<file path="src/rtl/pmem_loader_pkg.sv">
// Shared types and defaults for the program-memory loader: FSM states, error codes, size limits.
// ST_CSUM and ERR_CSUM only exist when PMEM_LOADER_CHECKSUM_EN is defined.
`timescale 1ns/1ps
package pmem_loader_pkg;

   localparam int unsigned MAX_WORDS_DEF      = 16384;
   localparam int unsigned TIMEOUT_CYCLES_DEF = 65535;
   localparam int          IDLE_W             = 17;

   typedef enum logic [2:0] {
      ST_IDLE = 3'd0,
      ST_LEN  = 3'd1,
      ST_DATA = 3'd2,
`ifdef PMEM_LOADER_CHECKSUM_EN
      ST_CSUM = 3'd3,
`endif
      ST_DONE = 3'd4,
      ST_ERR  = 3'd5
   } state_e;

   typedef enum logic [1:0] {
      ERR_NONE    = 2'd0,
      ERR_LEN     = 2'd1,
      ERR_TIMEOUT = 2'd2
`ifdef PMEM_LOADER_CHECKSUM_EN
      , ERR_CSUM  = 2'd3
`endif
   } err_code_e;

   // States in which the loader is consuming the byte stream.
   function automatic logic is_busy(input state_e s);
      logic b;
      b = 1'b0;
      case (s)
         ST_LEN, ST_DATA: b = 1'b1;
`ifdef PMEM_LOADER_CHECKSUM_EN
         ST_CSUM:         b = 1'b1;
`endif
         default:         b = 1'b0;
      endcase
      return b;
   endfunction

endpackage

</file>
<file path="src/rtl/pmem_loader_asm.sv">
// Byte-to-word assembler, little-endian; word_vld pulses the cycle after the fourth byte.
// Accepts one byte per cycle with no stall; word_dat stays stable through the pulse cycle.
`timescale 1ns/1ps
module pmem_loader_asm (
   input  logic        clk,
   input  logic        rst_n,
   input  logic        clr,
   input  logic        byte_vld,
   input  logic [7:0]  byte_dat,
   output logic        word_vld,
   output logic [31:0] word_dat
);

   logic [1:0]  cnt_q, cnt_d;
   logic [31:0] sr_q, sr_d;
   logic        word_vld_q, word_vld_d;

   always_ff @(posedge clk or negedge rst_n) begin
      if (!rst_n) begin
         cnt_q      <= '0;
         sr_q       <= '0;
         word_vld_q <= 1'b0;
      end else begin
         cnt_q      <= cnt_d;
         sr_q       <= sr_d;
         word_vld_q <= word_vld_d;
      end
   end

   // Shifting in from the top leaves the first byte in [7:0] after four bytes.
   always_comb begin
      cnt_d      = cnt_q;
      sr_d       = sr_q;
      word_vld_d = 1'b0;
      if (clr) begin
         cnt_d = '0;
         sr_d  = '0;
      end else if (byte_vld) begin
         sr_d       = {byte_dat, sr_q[31:8]};
         cnt_d      = cnt_q + 2'd1;
         word_vld_d = (cnt_q == 2'd3);
      end
   end

   assign word_vld = word_vld_q;
   assign word_dat = sr_q;

endmodule

</file>
<file path="src/rtl/pmem_loader.sv">
// Program-memory loader: byte stream -> length, N words written to pmem, optional checksum
// (PMEM_LOADER_CHECKSUM_EN); write strobe one cycle after each 4th byte, rx_ready never stalls mid-load.
`timescale 1ns/1ps
module pmem_loader
   import pmem_loader_pkg::*;
#(
   parameter int unsigned MAX_WORDS      = MAX_WORDS_DEF,
   parameter int unsigned TIMEOUT_CYCLES = TIMEOUT_CYCLES_DEF
) (
   input  logic        clk,
   input  logic        rst_n,
   input  logic        start,
   input  logic        rx_valid,
   input  logic [7:0]  rx_data,
   output logic        rx_ready,
   output logic        ic1_c_axi_mst_wr_valid,
   output logic [31:0] ic1_axi_mst_wr_addr,
   output logic [31:0] ic1_axi_mst_wr_data,
   output logic        core_hold,
   output logic        done,
   output logic        busy,
   output logic        err,
   output logic [1:0]  err_code
);

   localparam int IDX_W = (MAX_WORDS > 1) ? $clog2(MAX_WORDS) : 1;
   localparam int CNT_W = IDX_W + 1;

   state_e            state_q, state_d;
   err_code_e         err_code_q, err_code_d;
   logic [CNT_W-1:0]  n_q, n_d;
   logic [IDX_W-1:0]  idx_q, idx_d;
   logic [IDLE_W-1:0] idle_q, idle_d;
`ifdef PMEM_LOADER_CHECKSUM_EN
   logic [31:0]       csum_q, csum_d;
`endif

   logic        busy_w;
   logic        byte_acc;
   logic        asm_clr;
   logic        word_vld;
   logic [31:0] word_dat;
   logic        timeout;
   logic        last_word;

   assign busy_w    = is_busy(state_q);
   assign byte_acc  = rx_valid && busy_w;
   assign timeout   = busy_w && (idle_q >= IDLE_W'(TIMEOUT_CYCLES));
   assign last_word = ({1'b0, idx_q} == (n_q - CNT_W'(1)));

   pmem_loader_asm u_asm (
      .clk      (clk),
      .rst_n    (rst_n),
      .clr      (asm_clr),
      .byte_vld (byte_acc),
      .byte_dat (rx_data),
      .word_vld (word_vld),
      .word_dat (word_dat)
   );

   always_ff @(posedge clk or negedge rst_n) begin
      if (!rst_n) begin
         state_q    <= ST_IDLE;
         err_code_q <= ERR_NONE;
         n_q        <= '0;
         idx_q      <= '0;
         idle_q     <= '0;
`ifdef PMEM_LOADER_CHECKSUM_EN
         csum_q     <= '0;
`endif
      end else begin
         state_q    <= state_d;
         err_code_q <= err_code_d;
         n_q        <= n_d;
         idx_q      <= idx_d;
         idle_q     <= idle_d;
`ifdef PMEM_LOADER_CHECKSUM_EN
         csum_q     <= csum_d;
`endif
      end
   end

   always_comb begin
      state_d    = state_q;
      err_code_d = err_code_q;
      n_d        = n_q;
      idx_d      = idx_q;
      idle_d     = idle_q;
      asm_clr    = 1'b0;
`ifdef PMEM_LOADER_CHECKSUM_EN
      csum_d     = csum_q;
`endif

      if (busy_w) begin
         if (byte_acc)
            idle_d = '0;
         else if (idle_q != '1)
            idle_d = idle_q + IDLE_W'(1);
      end

      case (state_q)
         ST_IDLE, ST_DONE, ST_ERR: begin
            if (start) begin
               state_d    = ST_LEN;
               err_code_d = ERR_NONE;
               n_d        = '0;
               idx_d      = '0;
               idle_d     = '0;
               asm_clr    = 1'b1;
`ifdef PMEM_LOADER_CHECKSUM_EN
               csum_d     = '0;
`endif
            end
         end

         ST_LEN: begin
            if (word_vld) begin
               if (word_dat == 32'd0) begin
`ifdef PMEM_LOADER_CHECKSUM_EN
                  state_d = ST_CSUM;
`else
                  state_d = ST_DONE;
`endif
               end else if (word_dat > 32'(MAX_WORDS)) begin
                  state_d    = ST_ERR;
                  err_code_d = ERR_LEN;
               end else begin
                  n_d     = CNT_W'(word_dat);
                  state_d = ST_DATA;
               end
            end else if (timeout) begin
               state_d    = ST_ERR;
               err_code_d = ERR_TIMEOUT;
            end
         end

         // The write happens in this cycle; a byte accepted now belongs to the next word.
         ST_DATA: begin
            if (word_vld) begin
               idx_d = idx_q + IDX_W'(1);
`ifdef PMEM_LOADER_CHECKSUM_EN
               csum_d = csum_q + word_dat;
               if (last_word) state_d = ST_CSUM;
`else
               if (last_word) state_d = ST_DONE;
`endif
            end else if (timeout) begin
               state_d    = ST_ERR;
               err_code_d = ERR_TIMEOUT;
            end
         end

`ifdef PMEM_LOADER_CHECKSUM_EN
         ST_CSUM: begin
            if (word_vld) begin
               if (word_dat == csum_q) begin
                  state_d = ST_DONE;
               end else begin
                  state_d    = ST_ERR;
                  err_code_d = ERR_CSUM;
               end
            end else if (timeout) begin
               state_d    = ST_ERR;
               err_code_d = ERR_TIMEOUT;
            end
         end
`endif

         default: state_d = ST_IDLE;
      endcase
   end

   // Strobe comes straight from the assembler flop so reset kills it immediately.
   always_comb begin
      rx_ready               = busy_w;
      busy                   = busy_w;
      done                   = (state_q == ST_DONE);
      err                    = (state_q == ST_ERR);
      core_hold              = (state_q != ST_DONE);
      err_code               = err_code_q;
      ic1_c_axi_mst_wr_valid = (state_q == ST_DATA) && word_vld;
      ic1_axi_mst_wr_addr    = 32'(idx_q);
      ic1_axi_mst_wr_data    = word_dat;
   end

endmodule

</file>
<file path="config.mk">
export PLATFORM = sky130hd
export DESIGN_NAME = pmem_loader
export DESIGN_NICKNAME = d
export VERILOG_FILES = /design/src/rtl/pmem_loader_pkg.sv /design/src/rtl/pmem_loader_asm.sv /design/src/rtl/pmem_loader.sv
export SDC_FILE = /design/constraint.sdc
export NUM_CORES = 1
export LEC_CHECK = 0
export ABC_AREA = 1
export BUFFER_PORTS_ARGS = -buffer_cell sky130_fd_sc_hd__buf_4
export CAP_MARGIN = 10
export CORE_MARGIN = 5
export CORE_UTILIZATION = 61
export CTS_CLUSTER_DIAMETER = 150
export DETAILED_ROUTE_END_ITERATION = 16
export PLACE_DENSITY_LB_ADDON = 0.05
export SLEW_MARGIN = 25
export SYNTH_ARGS = -nofsm -noshare
export SYNTH_HDL_FRONTEND = slang
export SYNTH_HIERARCHICAL = 1
export SYNTH_SLANG_ARGS = --single-unit
</file>
<file path="constraint.sdc">
create_clock -name clk -period 3.3 [get_ports clk]
set_clock_uncertainty 0.2 [all_clocks]
set_input_delay 0.66 -clock clk [delete_from_list [all_inputs] [get_ports clk]]
set_output_delay 0.66 -clock clk [all_outputs]
set_load 0.05 [all_outputs]
</file>
Word-level counts from Yosys, hierarchy flattened
Cells that the tools add are included.

storage, ports and cells
  bits in registers = 86
  input bits = 12

cells by class
  add/sub/neg operators = 4
  $lt $le $gt $ge = 2
  eq/ne operators = 17
  mux-type cells = 37
  reductions and logical operators = 15

operator list
  kind                   count
  $mux 17                5
  $mux 32                2
  $mux 15                4
  $gt 32x15->1 const B   1
  $logic_not 32->1       1
  $pmux 15 s2            1
  $mux 14                2
  $pmux 14 s2            1
  $mux 3                 7
  $add 17x1->17 const B  1
  $ge 17x16->1 const B   1
  $ne 17x17->1 const B   1
  $mux 2                 8
  $eq 14x15->1           1
  $sub 15x1->15 const B  1
  $add 14x1->14 const B  1
  $ne 3x3->1 const B     4
  $reduce_and 5->1       2
  $pmux 3 s3             1
  $ne 2x2->1 const B     4
  $eq 3x3->1 const B     2
  $pmux 2 s3             1
  $reduce_bool 2->1      3
  $mux 1                 5
  other kinds (12)       15

Logic depth before layout (Yosys ltp)
  depth after elaboration = 8
  depth in mapped cells = 16
  gate-level depth less buffers = 16

Modules after synthesis
Netlist, hierarchy kept.

modules (own cells, without submodules)
  module           instances  cells each  area an instance (µm²)
  pmem_loader      1          546         3674.8
  pmem_loader_asm  1          153         1411.4

Least setup slack after synthesis
OpenSTA, ideal clock, no wires.

  path type = register -> output
  start = register state_q[1]
  end = output port core_hold
  arrival time = 1.690 ns
  slack = 0.750 ns
  stages on the path, launching flop included = 5
  buffers on the path = 0
  cell sequence = dfrtp_1 -> inv_2 -> nand2_1 -> nor2_1 -> inv_1

on the way
  longest elaborated chain between the ends = 1

ends and longest elaborated chain
  item                    line                text
  start, declared         pmem_loader.sv:29   state_e state_q, state_d;
  start signal, assigned  pmem_loader.sv:72   state_q <= state_d;
  $ne 3x3->1              pmem_loader.sv:179  core_hold = (state_q != ST_DONE);
  end, declared           pmem_loader.sv:19   output logic core_hold,

No other way between the ends.

Worst setup path in the final report
  start = register state_q[2]
  end = output port ic1_c_axi_mst_wr_valid

on the way
  longest elaborated chain between the ends = 2

ends and longest elaborated chain
  item               line                text
  $eq 3x2->1         pmem_loader.sv:181  ic1_c_axi_mst_wr_valid = (state_q == ST_DATA) && word_vld;
  $logic_and 1x1->1  pmem_loader.sv:181
  end, declared      pmem_loader.sv:16   output logic ic1_c_axi_mst_wr_valid,

No other way between the ends.

==> flow_metrics.env <==
export IMPL_outcome="finished clean"
export IMPL_setup_viol=0
export IMPL_area_growth_pct=13.4
export IMPL_ant_nets=0
export IMPL_grt_pass1_vias=4392
export IMPL_p_per_area_nw_per_um2=944
export IMPL_layout_common_cells="190 x nand2_1, 92 x nor2_1, 90 x nand3_1, 86 x dfrtp_1, 71 x inv_1"
export IMPL_use_met2=0.429
export IMPL_crit_chain="nor3_4 > nand2_1 > inv_1 > buf_4"
export IMPL_clock_latency_ps=360
export IMPL_diodes=0
export IMPL_crit_path_end_kind="output pin"
export IMPL_required_ps=2440
export IMPL_hold_violations=0
export IMPL_final_cells=871
export IMPL_fin_setup_tns_ps=0
export IMPL_synth_seq_area_share=0.423
export IMPL_wl_mm=12.1
export IMPL_tritoncts="yes"
export IMPL_ys_types=43
export IMPL_grt_setup_unrepaired="false"
export IMPL_mostFrequentLayoutCell="nand2_1"
export IMPL_core_area_um2=8180
export IMPL_netlist_area_um2=5090
export IMPL_dr_first_iter_drc_count=240
export IMPL_crit_fanout=6
export IMPL_dp_cells=855
export IMPL_critPathTopFamily="simple AND/OR/NAND/NOR gates"
export IMPL_tightestPinTransition_ps=761
export IMPL_dp_final_hpwl_mm=9.08
export IMPL_wl_per_cell_um=13.9
export IMPL_finalMaxSlewViolations=0
export IMPL_ys_warn_count=6
export IMPL_avgSynthCellArea_um2=7.28
export IMPL_vias_per_cell=5.37
export IMPL_track_usage=0.248
export IMPL_grt_start_max_net_pins=47
export IMPL_detailroute_via_count=4678
export IMPL_ios=84
export IMPL_post_cts_setup_buffers=0
export IMPL_rows=33
export IMPL_clk_path_buf_depth=2
export IMPL_fill_cells=692
export IMPL_fin_util=0.705
export IMPL_crit_type="flip-flop to output pin"
export IMPL_synth_cells=699
export IMPL_port_buffers=65
export IMPL_cts_resized=0
export IMPL_p_total_w=0.00544
export IMPL_antenna_found_initial=0
export IMPL_final_min_clock_period_ps=2730
export IMPL_synth_top_area_frac=0.423
export IMPL_slew_headroom=0.491
export IMPL_gr_usage_met3=0.0379
export IMPL_busiest_layer="met2"
export IMPL_dieArea_um2=10300
export IMPL_holdBufCountCts=0
export IMPL_min_path_type="input pin to async pin"
export IMPL_grt_first_pass_wirelength_mm=20.6
export IMPL_critPathLaunchType="flip-flop"
export IMPL_cts_buffers=9
export IMPL_fp_dieH_um=101
export IMPL_ys_seq_elements=86
export IMPL_crit_buf_inv=2
export IMPL_gp_congestion=0.902
export IMPL_leakagePower_nw=3.05
export IMPL_finalCritPeriodShare=0.828
export IMPL_overflow=0
export IMPL_nNetsFinal=777
export IMPL_drive_gt1_frac=0.149
export IMPL_synth_area_leaders="dfrtp_1 42%, nand2_1 14%, nand3_1 8.9%"
export IMPL_arrival_ps=1870
export IMPL_dr_pass1_iters=5
export IMPL_clkTransAtPathRegs_ps=90
export IMPL_fmax_mhz=366
export IMPL_cts_sinks=86
export IMPL_max_stage_delay_ps=470
export IMPL_yosysTopAreaCell="dfrtp_1"
export IMPL_dp_worst_setup_slack_ps=753
export IMPL_htreeDepth=3
export IMPL_initial_core_util=0.622
export IMPL_dieWidth_um=101
export IMPL_globalRouteMet1Util=0.329
export IMPL_clockRootBuffer="clkbuf_8"
export IMPL_route_detailed_drc=0
export IMPL_slowest_stage="dfrtp_1"
export IMPL_timing_final_ws_setup_ps=569
export IMPL_cap_violations=0
export IMPL_vdd_ir_drop_max_mv=0.706
==> state kept, by name, indices dropped and copies added, names as in the netlist <==
signal / cells
idle_q: 17
u_asm/cnt_q: 2
err_code: 2
n_q: 15
idx_q: 14
u_asm/word_dat: 32
u_asm/word_vld: 1
state_q: 3
==> cells by family after synthesis <==
family                   Yosys count  synth area share
AO/OA/AOI/OAI                     56            0.0630
XOR/XNOR                          14            0.0241
adder cells (fa/ha/maj)            4           0.00984
buffers and inverters            117             0.111
flip-flops                        86             0.423
other                              1          0.000737
AND/OR/NAND/NOR                  421             0.368
==> cells in the mapped netlist (all sizes together) <==
cell type	count
a21oi	18
o21a	3
and3	1
nor3	14
ha	4
xor2	9
conb	1
nand2	195
dfrtp	86
a22oi	1
o211a	1
xnor2	5
inv	82
or4	1
nor4	1
o21bai	1
nand4	14
nor3b	1
o21ai	25
clkinv	1
a31oi	3
a211oi	3
buf	34
or2	2
nand3b	4
nor2	98
nand3	90
o31ai	1
==> path summary, 6_finish.rpt <==
kind	startpoint	to	slack [ps]	depth (start not counted)
max in group asynchronous	rst_n	u_asm/word_dat[19]	2200	2
setup / recovery	state_q[2]	ic1_c_axi_mst_wr_valid	570	4
min in group clk	u_asm/cnt_q[1]	u_asm/cnt_q[1]	320	2
setup reg to reg	state_q[0]	u_asm/word_dat[23]	720	11
hold reg to reg	u_asm/cnt_q[1]	u_asm/cnt_q[1]	320	2
hold / removal	rst_n	idx_q[0]	70	1
==> layer usage <==
metal,part of all wire,vias to the layer above
met4,0.011,0
met2,0.51,124
met1,0.43,2206
met3,0.051,13
met5,0,-
li1,-,2335
==> power by group <==
group	switching, W	total, W	internal [W]
Clock	0.000397	0.000796	0.000398
Sequential	0.000359	0.00167	0.00131
Combinational	0.00209	0.00298	0.000890
Total	0.00284	0.00544	0.00260
==> per-stage QoR <==
| step | instance area, um^2 | hold slack [ps] |
|---|---|---|
| detailed placement | 5550 | 295 |
| finish | 5770 | 70.2 |
| global route | 5770 | 110 |
| floorplan | 5150 | 164 |
| CTS | 5770 | 80.4 |
| global placement | 5550 | 258 |
==> layout make-up <==
class                      instances  area, um^2  area share
timing repair buffer              68         523      0.0907
sequential                        86        2150       0.373
multi-input combinational        513        2430       0.422
inverter                          83         312      0.0540
tap                              105         131      0.0228
clock inverter                     5        63.8      0.0111
clock buffer                      11         151      0.0263
(Power assumes the default switching activity.)
